[src/rtl/conv2d_strided_mc.sv]
// Streaming KxK convolution over a raster pixel stream: one shared sliding window,
// several output channels, output stride, optional saturation and end-of-frame flag.
module conv2d_strided_mc #(
  parameter int LineWidthPx = 160,
  parameter int LineCountPx = 120,
  parameter int WidthIn     = 1,
  parameter int WidthOut    = 32,
  parameter int KernelWidth = 3,
  parameter int WeightWidth = 2,
  parameter int OutChannels = 2,
  parameter int Stride      = 1,
  parameter int Saturate    = 0
) (
  input  logic                                                           clk_i,
  input  logic                                                           rst_i,
  input  logic                                                           valid_i,
  output logic                                                           ready_o,
  input  logic [WidthIn-1:0]                                             data_i,
  input  logic [OutChannels-1:0][KernelWidth*KernelWidth-1:0][WeightWidth-1:0] weights_i,
  output logic                                                           valid_o,
  input  logic                                                           ready_i,
  output logic [OutChannels-1:0][WidthOut-1:0]                           data_o,
  output logic                                                           last_o
);
  localparam int KernelArea = KernelWidth * KernelWidth;
  localparam int acc_w  = WidthOut + $clog2(KernelArea) + WidthIn + WeightWidth;
  localparam int xw     = (LineWidthPx > 1) ? $clog2(LineWidthPx) : 1;
  localparam int yw     = (LineCountPx > 1) ? $clog2(LineCountPx) : 1;
  localparam int sw     = (Stride > 1) ? $clog2(Stride) : 1;
  localparam int last_x = KernelWidth - 1 + ((LineWidthPx - KernelWidth) / Stride) * Stride;
  localparam int last_y = KernelWidth - 1 + ((LineCountPx - KernelWidth) / Stride) * Stride;
  localparam logic signed [acc_w-1:0] sat_max = {{(acc_w-WidthOut+1){1'b0}}, {(WidthOut-1){1'b1}}};
  localparam logic signed [acc_w-1:0] sat_min = {{(acc_w-WidthOut+1){1'b1}}, {(WidthOut-1){1'b0}}};

  logic [xw-1:0]      x;
  logic [yw-1:0]      y;
  logic [sw-1:0]      sx, sy, sx_cur, sy_cur;
  logic               in_fire, x_end, y_end, win_ok, produce, is_last;
  logic [WidthIn-1:0] line_q [KernelWidth-1][LineWidthPx];
  logic [WidthIn-1:0] new_col [KernelWidth];
  logic [WidthIn-1:0] win [KernelWidth][KernelWidth];
  logic [WidthIn-1:0] nwin [KernelWidth][KernelWidth];
  logic signed [acc_w-1:0] acc [OutChannels];
  logic [OutChannels-1:0][WidthOut-1:0] res;

  function automatic logic signed [acc_w-1:0] w_ext(input logic [WeightWidth-1:0] w);
    return {{(acc_w-WeightWidth){w[WeightWidth-1]}}, w};
  endfunction

  function automatic logic signed [acc_w-1:0] px_ext(input logic [WidthIn-1:0] p);
    return {{(acc_w-WidthIn){1'b0}}, p};
  endfunction

  assign ready_o = ~valid_o | ready_i;
  assign in_fire = valid_i & ready_o;
  assign x_end   = (x == xw'(LineWidthPx - 1));
  assign y_end   = (y == yw'(LineCountPx - 1));
  assign win_ok  = (x >= xw'(KernelWidth - 1)) && (y >= yw'(KernelWidth - 1));
  // Stride phases restart where the window first becomes valid on each axis.
  assign sx_cur  = (x == xw'(KernelWidth - 1)) ? '0 : sx;
  assign sy_cur  = (y == yw'(KernelWidth - 1)) ? '0 : sy;
  assign produce = in_fire & win_ok & (sx_cur == '0) & (sy_cur == '0);
  assign is_last = (x == xw'(last_x)) && (y == yw'(last_y));

  // Row delay lines: line_q[j] output is the pixel j+1 lines above data_i.
  always_ff @(posedge clk_i) begin
    if (in_fire) begin
      for (int j = 0; j < KernelWidth - 1; j++) begin
        line_q[j][0] <= (j == 0) ? data_i : line_q[j-1][LineWidthPx-1];
        for (int i = 1; i < LineWidthPx; i++) line_q[j][i] <= line_q[j][i-1];
      end
    end
  end

  always_comb begin
    for (int r = 0; r < KernelWidth; r++) begin
      new_col[r] = (r == KernelWidth - 1) ? data_i : line_q[KernelWidth-2-r][LineWidthPx-1];
      for (int c = 0; c < KernelWidth - 1; c++) nwin[r][c] = win[r][c+1];
      nwin[r][KernelWidth-1] = new_col[r];
    end
  end

  // Sums use the post-shift window so the firing pixel is included.
  always_comb begin
    res = '0;
    for (int ch = 0; ch < OutChannels; ch++) begin
      acc[ch] = '0;
      for (int r = 0; r < KernelWidth; r++)
        for (int c = 0; c < KernelWidth; c++)
          acc[ch] = acc[ch] + w_ext(weights_i[ch][r*KernelWidth+c]) * px_ext(nwin[r][c]);
      if (Saturate != 0 && acc[ch] > sat_max)      res[ch] = sat_max[WidthOut-1:0];
      else if (Saturate != 0 && acc[ch] < sat_min) res[ch] = sat_min[WidthOut-1:0];
      else                                         res[ch] = acc[ch][WidthOut-1:0];
    end
  end

  always_ff @(posedge clk_i) begin
    if (rst_i) begin
      x  <= '0;
      y  <= '0;
      sx <= '0;
      sy <= '0;
      for (int r = 0; r < KernelWidth; r++)
        for (int c = 0; c < KernelWidth; c++) win[r][c] <= '0;
    end else if (in_fire) begin
      win <= nwin;
      sx  <= (sx_cur == sw'(Stride - 1)) ? '0 : sx_cur + 1'b1;
      x   <= x_end ? '0 : x + 1'b1;
      if (x_end) begin
        y  <= y_end ? '0 : y + 1'b1;
        sy <= (sy_cur == sw'(Stride - 1)) ? '0 : sy_cur + 1'b1;
      end
    end
  end

  always_ff @(posedge clk_i) begin
    if (rst_i) begin
      valid_o <= 1'b0;
      last_o  <= 1'b0;
      data_o  <= '0;
    end else begin
      if (ready_o) valid_o <= produce;
      if (produce) begin
        data_o <= res;
        last_o <= is_last;
      end
    end
  end
endmodule

[config.mk]
export PLATFORM = sky130hd
export DESIGN_NAME = conv2d_strided_mc
export DESIGN_NICKNAME = d
export VERILOG_FILES = /design/src/rtl/conv2d_strided_mc.sv
export SDC_FILE = /design/constraint.sdc
export NUM_CORES = 1
export LEC_CHECK = 0
export CAP_MARGIN = 20
export CORE_MARGIN = 5
export CORE_UTILIZATION = 62
export CTS_CLUSTER_DIAMETER = 120
export DETAILED_ROUTE_END_ITERATION = 10
export GPL_ROUTABILITY_DRIVEN = 0
export PLACE_DENSITY = 0.86
export SYNTH_ARGS = -nofsm -noshare
export SYNTH_HDL_FRONTEND = slang
export SYNTH_SLANG_ARGS = --single-unit
[constraint.sdc]
create_clock -name clk_i -period 13.4 [get_ports clk_i]
set_input_delay 2.68 -clock clk_i [delete_from_list [all_inputs] [get_ports clk_i]]
set_output_delay 2.68 -clock clk_i [all_outputs]
set_load 0.01 [all_outputs]
======== Word-level counts from Yosys, hierarchy flattened ========
Memory sizes are Yosys's and may differ from the RTL's.
Index checks and enable logic that the tools add are counted.
word-level totals
  register bits ........................... 89
  memory bits (writable) .................. 320
  output and inout bits ................... 67
  memories ................................ 1
cells by class
  add/subtract/negate cells ............... 20
  multipliers ............................. 18
  order comparisons ....................... 2
  equality and inequality tests ........... 4
  multiplexer cells ....................... 8
  bitwise operators ....................... 8
  reductions and logical operators ........ 3
memories
  name    words  bits a word  rd ports  clocked after Yosys merged registers in  write ports  line  source
  line_q  2      160          2         0                                        2            39    logic [WidthIn-1:0] line_q [KernelWidth-1][LineWidthPx];
operators with widths
  kind                 count
  $mul 2x2->4          18
  $add 11x4->12        2
  $add 10x4->11        2
  $add 9x4->10         2
  $add 8x4->9          2
  $add 7x4->8          2
  $add 6x4->7          2
  $add 5x4->6          2
  $add 4x4->5          2
  $add 8x1->8 const B  1
  $eq 8x2->1 const B   1
  $eq 8x8->1 const B   1
  $ge 8x2->1 const B   1
  $mux 8               1
  $add 7x1->7 const B  1
  $eq 7x2->1 const B   1
  $eq 7x7->1 const B   1
  $ge 7x2->1 const B   1
  $mux 7               1
  $mux 1               6
  $and 1x1->1          4
  $not 1->1            3
  $add 1x1->1 const B  2
  $logic_and 1x1->1    2
  2 further kinds      2

======== Longest topological paths before layout ========
Gate-level depths: netlist of run 1.
  word-level depth ........................ 9
  gate-level depth with buffers ........... 20

======== Least setup slack after synthesis of run 1 ========
OpenSTA, ideal clock, no wires.
  path kind ............................... input port to flip-flop
  start ................................... input port valid_i
  end ..................................... register x[1]
  library setup time ...................... 0.317 ns
  arrival ................................. 6.859 ns
  setup slack ............................. 6.224 ns
  cell stages on the path ................. 4
  buffers on the path ..................... 1
  path through ............................ clkbuf_1 -> nand2_1 -> inv_2 -> a211oi_1
on the way
  cells in the longest elaborated chain, start to end .. 1
RTL lines
  what                  line  source
  from (decl)           16    input logic valid_i,
  $and 1x1->1           55    assign in_fire = valid_i & ready_o;
  via in_fire           38    logic in_fire, x_end, y_end, win_ok, produce, is_last;
  to (signal assigned)  108   x <= x_end ? '0 : x + 1'b1;
  to (decl)             35    logic [xw-1:0] x;
The timed path passes the listed nets, and every way through them passes these cells.
A chain may end at the register's enable or synchronous reset.

==> flow_metrics.tcl, run 1 <==
set metrics [dict create \
    diodes 0 \
    die_x_um 160.7 \
    antenna_left 0 \
    ctsHoldBuffers 0 \
    powerDensity_mw_per_mm2 153.0 \
    arrival_ns 7.81 \
    clock_path_buffers 3 \
    synth_top_cell_area_share 0.6824 \
    die_h_um 160.7 \
    hold_violations 0 \
    synth_top_area_cell "edfxtp_1" \
    grt_first_pass_wirelength_mm 38.30 \
    gr-total-overflow 0 \
    cts-htree-levels 2 \
    power.leakage_nw 6.090 \
    cts_sinks 367 \
    synthesis.area_sq_mm 0.01408 \
    yosys-top-cells-area "edfxtp_1 (68%), dfxtp_1 (6.7%), fa_1 (5.4%)" \
    num_vias 6873 \
    synth_area_per_cell_sq_um 17.03 \
    grt_max_degree 147 \
    drc 0 \
    period_share 0.5498 \
    final_common_cell "edfxtp_1" \
    syn-num-nets 966 \
    synthCells 827 \
    antenna_found_initial 1 \
    clk-insertion-delay-late_ns 0.53 \
    ios 108 \
    cts_buffers 36 \
    rsz0062_at_grt "no" \
    coreArea_sq_mm 0.02250 \
    layout_setup_ws_ns 6.032 \
    critPathKind "input port to flip-flop" \
    slowest_delay_ns 0.58 \
    drv_slew 0 \
    worst_path_max_delay_cell "fa_1" \
    ys_ff_latch 367 \
    wl_mm 25.06 \
    post-cts-setup-buffers 0 \
    status "complete, no violations" \
    ctsResizeCount 0 \
    worstSetupEndpointType "flip-flop" \
    grt_usage 0.1909 \
    finClkSkew_ns 0.02598 \
    cp_cell_sequence "clkdlybuf4s50_1, and2_1, ha_1, fa_1, fa_1, inv_1, fa_1, inv_1, fa_1, fa_1, fa_1, a21o_1, a21oi_1, inv_1, fa_1, nand3_1, a21oi_1" \
    area.growth.synth_to_final_pct 15.93 \
    period_minus_slack_ns 7.368 \
    first_pass_iters 7 \
    via_per_inst 5.561 \
    dieArea_sq_mm 0.02583 \
    crit_required_ns 13.84 \
    fin_nets 1064 \
    final_cell_mix "edfxtp_1 (320), clkdlybuf4s50_1 (107), inv_1 (86)" \
    place_ws_ns 5.540 \
    cpMostUsedCell "fa_1" \
    hp-class "flip-flop to flip-flop" \
    cp_top_family "adder cells" \
    synth_edf_count 320 \
    finalSetupTns_ns 0 \
    critical_path.max_fanout 2 \
    crit_buf_inv 4 \
    synth_top_flop_cell "edfxtp_1" \
    dp_hpwl_mm 14.19 \
    io_buffers 107 \
    max_freq_mhz 135.7 \
    max_cap_viol_count 0 \
    wl_per_cell_um 20.27 \
    ys_seq_area_frac 0.7492 \
    rows 55 \
    cts_tree "done" \
    slew_headroom 0.3772 \
    initial_core_util 0.6258 \
    drive_gt1_frac 0.07676 \
    cts_root_buf "clkbuf_16" \
    yosysWarningCount 0 \
    start_kind "input port" \
    path_clk_slew_ns 0.06 \
    vdd_drop_max_mv 0.1100 \
    setup_viol 0 \
    synth_cell_types 49 \
    async_flop_share 0 \
    tightestPinTransition_ns 0.9343 \
    grt_pass1_vias 6831 \
    drt_iter0_markers 843 \
]
## path summary, 6_finish.rpt
| kind | start | endpoint | slack, ns | cells after the start |
|---|---|---|---|---|
| max reg2reg | line_q[0][0] | data_o[6] | 7.99 | 16 |
| max | weights_i[11] | data_o[6] | 6.03 | 17 |
| min | line_q[1][93] | line_q[1][92] | 0.40 | 0 |
| min reg2reg | line_q[1][93] | line_q[1][92] | 0.40 | 0 |
## sequential cells by signal, summed over array words and instances (netlist names)
signal / cells
data_o: 24
last_o: 1
line_q: 320
nwin: 6
valid_o: 1
x: 8
y: 7
## power breakdown
| group | internal [W] | switching [W] | total [W] | leakage (nW) |
|---|---|---|---|---|
| logic | 0.0000877 | 0.000137 | 0.000225 | 2.04 |
| registers | 0.00131 | 0.0000205 | 0.00133 | 3.51 |
| clock network | 0.000534 | 0.000411 | 0.000945 | 0.535 |
## metal layers
metal / GRT usage / part of all wire
met2: 0.2907 / 0.46
met4: 0.06708 / 0.030
met5: 0 / 0
met3: 0.03516 / 0.066
met1: 0.2835 / 0.44
## stage by stage
| stage | instance area, sq um | total power [W] | hold WS, ns | std cells | utilization |
|---|---|---|---|---|---|
| after floorplan | 14080 | 0.001485 | 0.4003 | 827 | - |
| after global placement | 15170 | 0.001541 | 0.4015 | 1169 | 0.6741 |
| after detailed placement | 15170 | 0.001553 | 0.4045 | 1169 | 0.6741 |
| after CTS | 16260 | 0.002511 | 0.3968 | 1233 | 0.7227 |
| after global routing | 16330 | 0.002594 | 0.4055 | 1236 | 0.7255 |
| final | 16330 | 0.002497 | 0.3979 | 1236 | 0.7255 |
## layout make-up
| type | count | area [sq um] |
|---|---|---|
| sequential | 367 | 10550 |
| fill | 1312 | 6177 |
| multi-input combinational | 318 | 2823 |
| timing repair buffer | 114 | 1164 |
| clock buffer | 48 | 975.9 |
| tap | 285 | 356.6 |
| inverter | 88 | 337.8 |
| clock inverter | 16 | 118.9 |
## cell families (layout without fill, tap and decap cells)
logic type	count (synthesis)	count (layout)	share of synthesized area
buffers and inverters	142	266	0.05038
AOI/OAI and AO/OA	86	86	0.03883
xor gates and xnor gates	9	9	0.005598
adders and majority gates	98	98	0.1073
DFF	367	367	0.7492
and+or+nand+nor	125	125	0.04869
## synth_stat cells, types with 6 or more instances
master and n:
ha_1 60, fa_1 38, and2_1 34, buf_4 40
a211oi_1 8, xnor2_1 6, inv_1 86, nor2_1 12
a21oi_2 8, o21ai_0 12, nand2_1 29, nor3_1 10
dfxtp_1 47, nand3_1 13, clkbuf_1 6, a21oi_1 34
edfxtp_1 320
(Power assumes the default switching activity.)
==> inputs of run 2 (changes only) <==
- CORE_UTILIZATION: 62 -> 52
- PLACE_DENSITY: 0.86 -> 0.77
- clock period: 13.4 -> 5.95 ns (I/O delays scaled with it)
==> run 2 against run 1 <==
Non-clock buffer count up 18. Critical endpoint unchanged. Largest cell class unchanged. Largest power group unchanged. Via count down 3.1%. Die area increased by 18%.
==> flow_metrics.tcl, run 2 (synthesis gave the netlist of run 1 again) <==
set metrics [dict create \
    area.growth.synth_to_final_pct 17.49 \
    critical_path.max_fanout 2 \
    clock_path_buffers 3 \
    holdWs_ns 0.4066 \
    grt_pass1_vias 6618 \
    die_x_um 174.6 \
    max_freq_mhz 174.6 \
    critPathKind "input port to flip-flop" \
    die_h_um 174.6 \
    period_share 0.9623 \
    cts_root_buf "clkbuf_16" \
    cpMostUsedCell "fa_1" \
    rsz0062_at_grt "no" \
    rr_startpoint "line_q[0][0]" \
    post-cts-setup-buffers 0 \
    gr-total-overflow 0 \
    power.leakage_nw 6.180 \
    grt_first_pass_wirelength_mm 36.29 \
    diodes 0 \
    crit_required_ns 6.37 \
    layout_setup_ws_ns 0.2242 \
    finClkSkew_ns 0.01209 \
    largestRegisters "line_q x320, data_o x24, x x8" \
    fillers 1881 \
    period_minus_slack_ns 5.726 \
    largest_reg_flops 320 \
    coreArea_sq_mm 0.02680 \
    fin_nets 1082 \
    ctsResizeCount 0 \
    final_common_cell "edfxtp_1" \
    status "complete, no violations" \
    max_cap_viol_count 0 \
    path_clk_slew_ns 0.07 \
    dp_hpwl_mm 13.92 \
    drt_iter0_markers 528 \
    cts_sinks 367 \
    final_cell_mix "edfxtp_1 (320), clkdlybuf4s50_1 (107), inv_1 (86)" \
    grt_usage 0.1494 \
    first_pass_iters 4 \
    rows 60 \
    io_buffers 107 \
    ios 108 \
    cts-htree-levels 2 \
    startpoint "weights_i[11]" \
    drv_slew 0 \
    ctsHoldBuffers 0 \
    slew_headroom 0.4031 \
    vdd_drop_max_mv 0.1938 \
    worstSetupEndpointType "flip-flop" \
    arrival_ns 6.15 \
    antenna_found_initial 0 \
    finalSetupTns_ns 0 \
    cp_cell_sequence "clkdlybuf4s50_1, and2_1, ha_1, fa_1, fa_1, inv_1, fa_1, inv_1, fa_1, ha_1, ha_1, fa_1, a21o_1, a21oi_2, inv_1, fa_1, nand3_1, a21oi_1" \
    grt_max_degree 130 \
    drive_gt1_frac 0.09637 \
    min_from "line_q[1][149]" \
    antenna_left 0 \
    powerDensity_mw_per_mm2 344.6 \
    clk-insertion-delay-late_ns 0.51 \
    place_ws_ns -0.3443 \
    dieArea_sq_mm 0.03047 \
    start_kind "input port" \
    cts_buffers 36 \
    cp_top_family "adder cells" \
    tightestPinTransition_ns 0.8925 \
    via_per_inst 5.102 \
    cts_tree "done" \
    initial_core_util 0.5254 \
    drc 0 \
    wl_per_cell_um 17.52 \
    slowest_delay_ns 0.50 \
    num_vias 6663 \
    hp-class "flip-flop to flip-flop" \
    worst_path_max_delay_cell "fa_1" \
    top_register "line_q" \
    setup_viol 0 \
    crit_buf_inv 4 \
    wl_mm 22.88 \
    hold_violations 0 \
]
==> run 2: report_power, final <==
part / switching [W] / internal, W / leakage (nW) / total (W)
Sequential: 0.0000442 / 0.00294 / 3.51 / 0.00299
Combinational: 0.000281 / 0.000243 / 2.12 / 0.000524
Clock: 0.000902 / 0.00129 / 0.550 / 0.00219
Total: 0.00123 / 0.00447 / 6.18 / 0.00570
==> run 2: final cells by class <==
class / count / area (sq um) / area share
clock buffer: 45 / 975.9 / 0.05898
multi-input combinational: 318 / 2831 / 0.1711
clock inverter: 15 / 152.6 / 0.009226
sequential: 367 / 10550 / 0.6376
tap: 341 / 426.7 / 0.02579
timing repair buffer: 132 / 1271 / 0.07683
inverter: 88 / 337.8 / 0.02042
==> run 2: per-stage QoR <==
step                      std cells  utilization  total power [W]  instance area (sq um)
after floorplan                 827            -         0.003345                  14080
after global placement         1246       0.5749         0.003540                  15410
after detailed placement       1246       0.5749         0.003554                  15410
after CTS                      1306       0.6170         0.005767                  16540
after global routing           1306       0.6174         0.005950                  16550
final                          1306       0.6174         0.005702                  16550
==> run 2: worst paths after layout <==
kind	endpoint	slack (ns)	depth (start not counted)
min	line_q[1][148]	0.41	0
max reg2reg	data_o[38]	0.82	18
min reg2reg	line_q[1][148]	0.41	0
max	data_o[6]	0.22	18
==> run 2: worst register-to-register path: cells and delay by family, from the launching register on <==
family / cells / cell delay [ns]
adder cells (fa/ha/maj): 8 / 3.37
AND/OR/NAND/NOR: 4 / 0.52
flip-flops: 1 / 0.51
AO/OA/AOI/OAI: 2 / 0.40
buffers and inverters: 4 / 0.25
==> run 2: layer usage <==
layer  wire [um]  global-route usage
met2        9744              0.2103
met5           0                   0
met1       11390              0.2332
met3        1136             0.03023
met4         615             0.05303
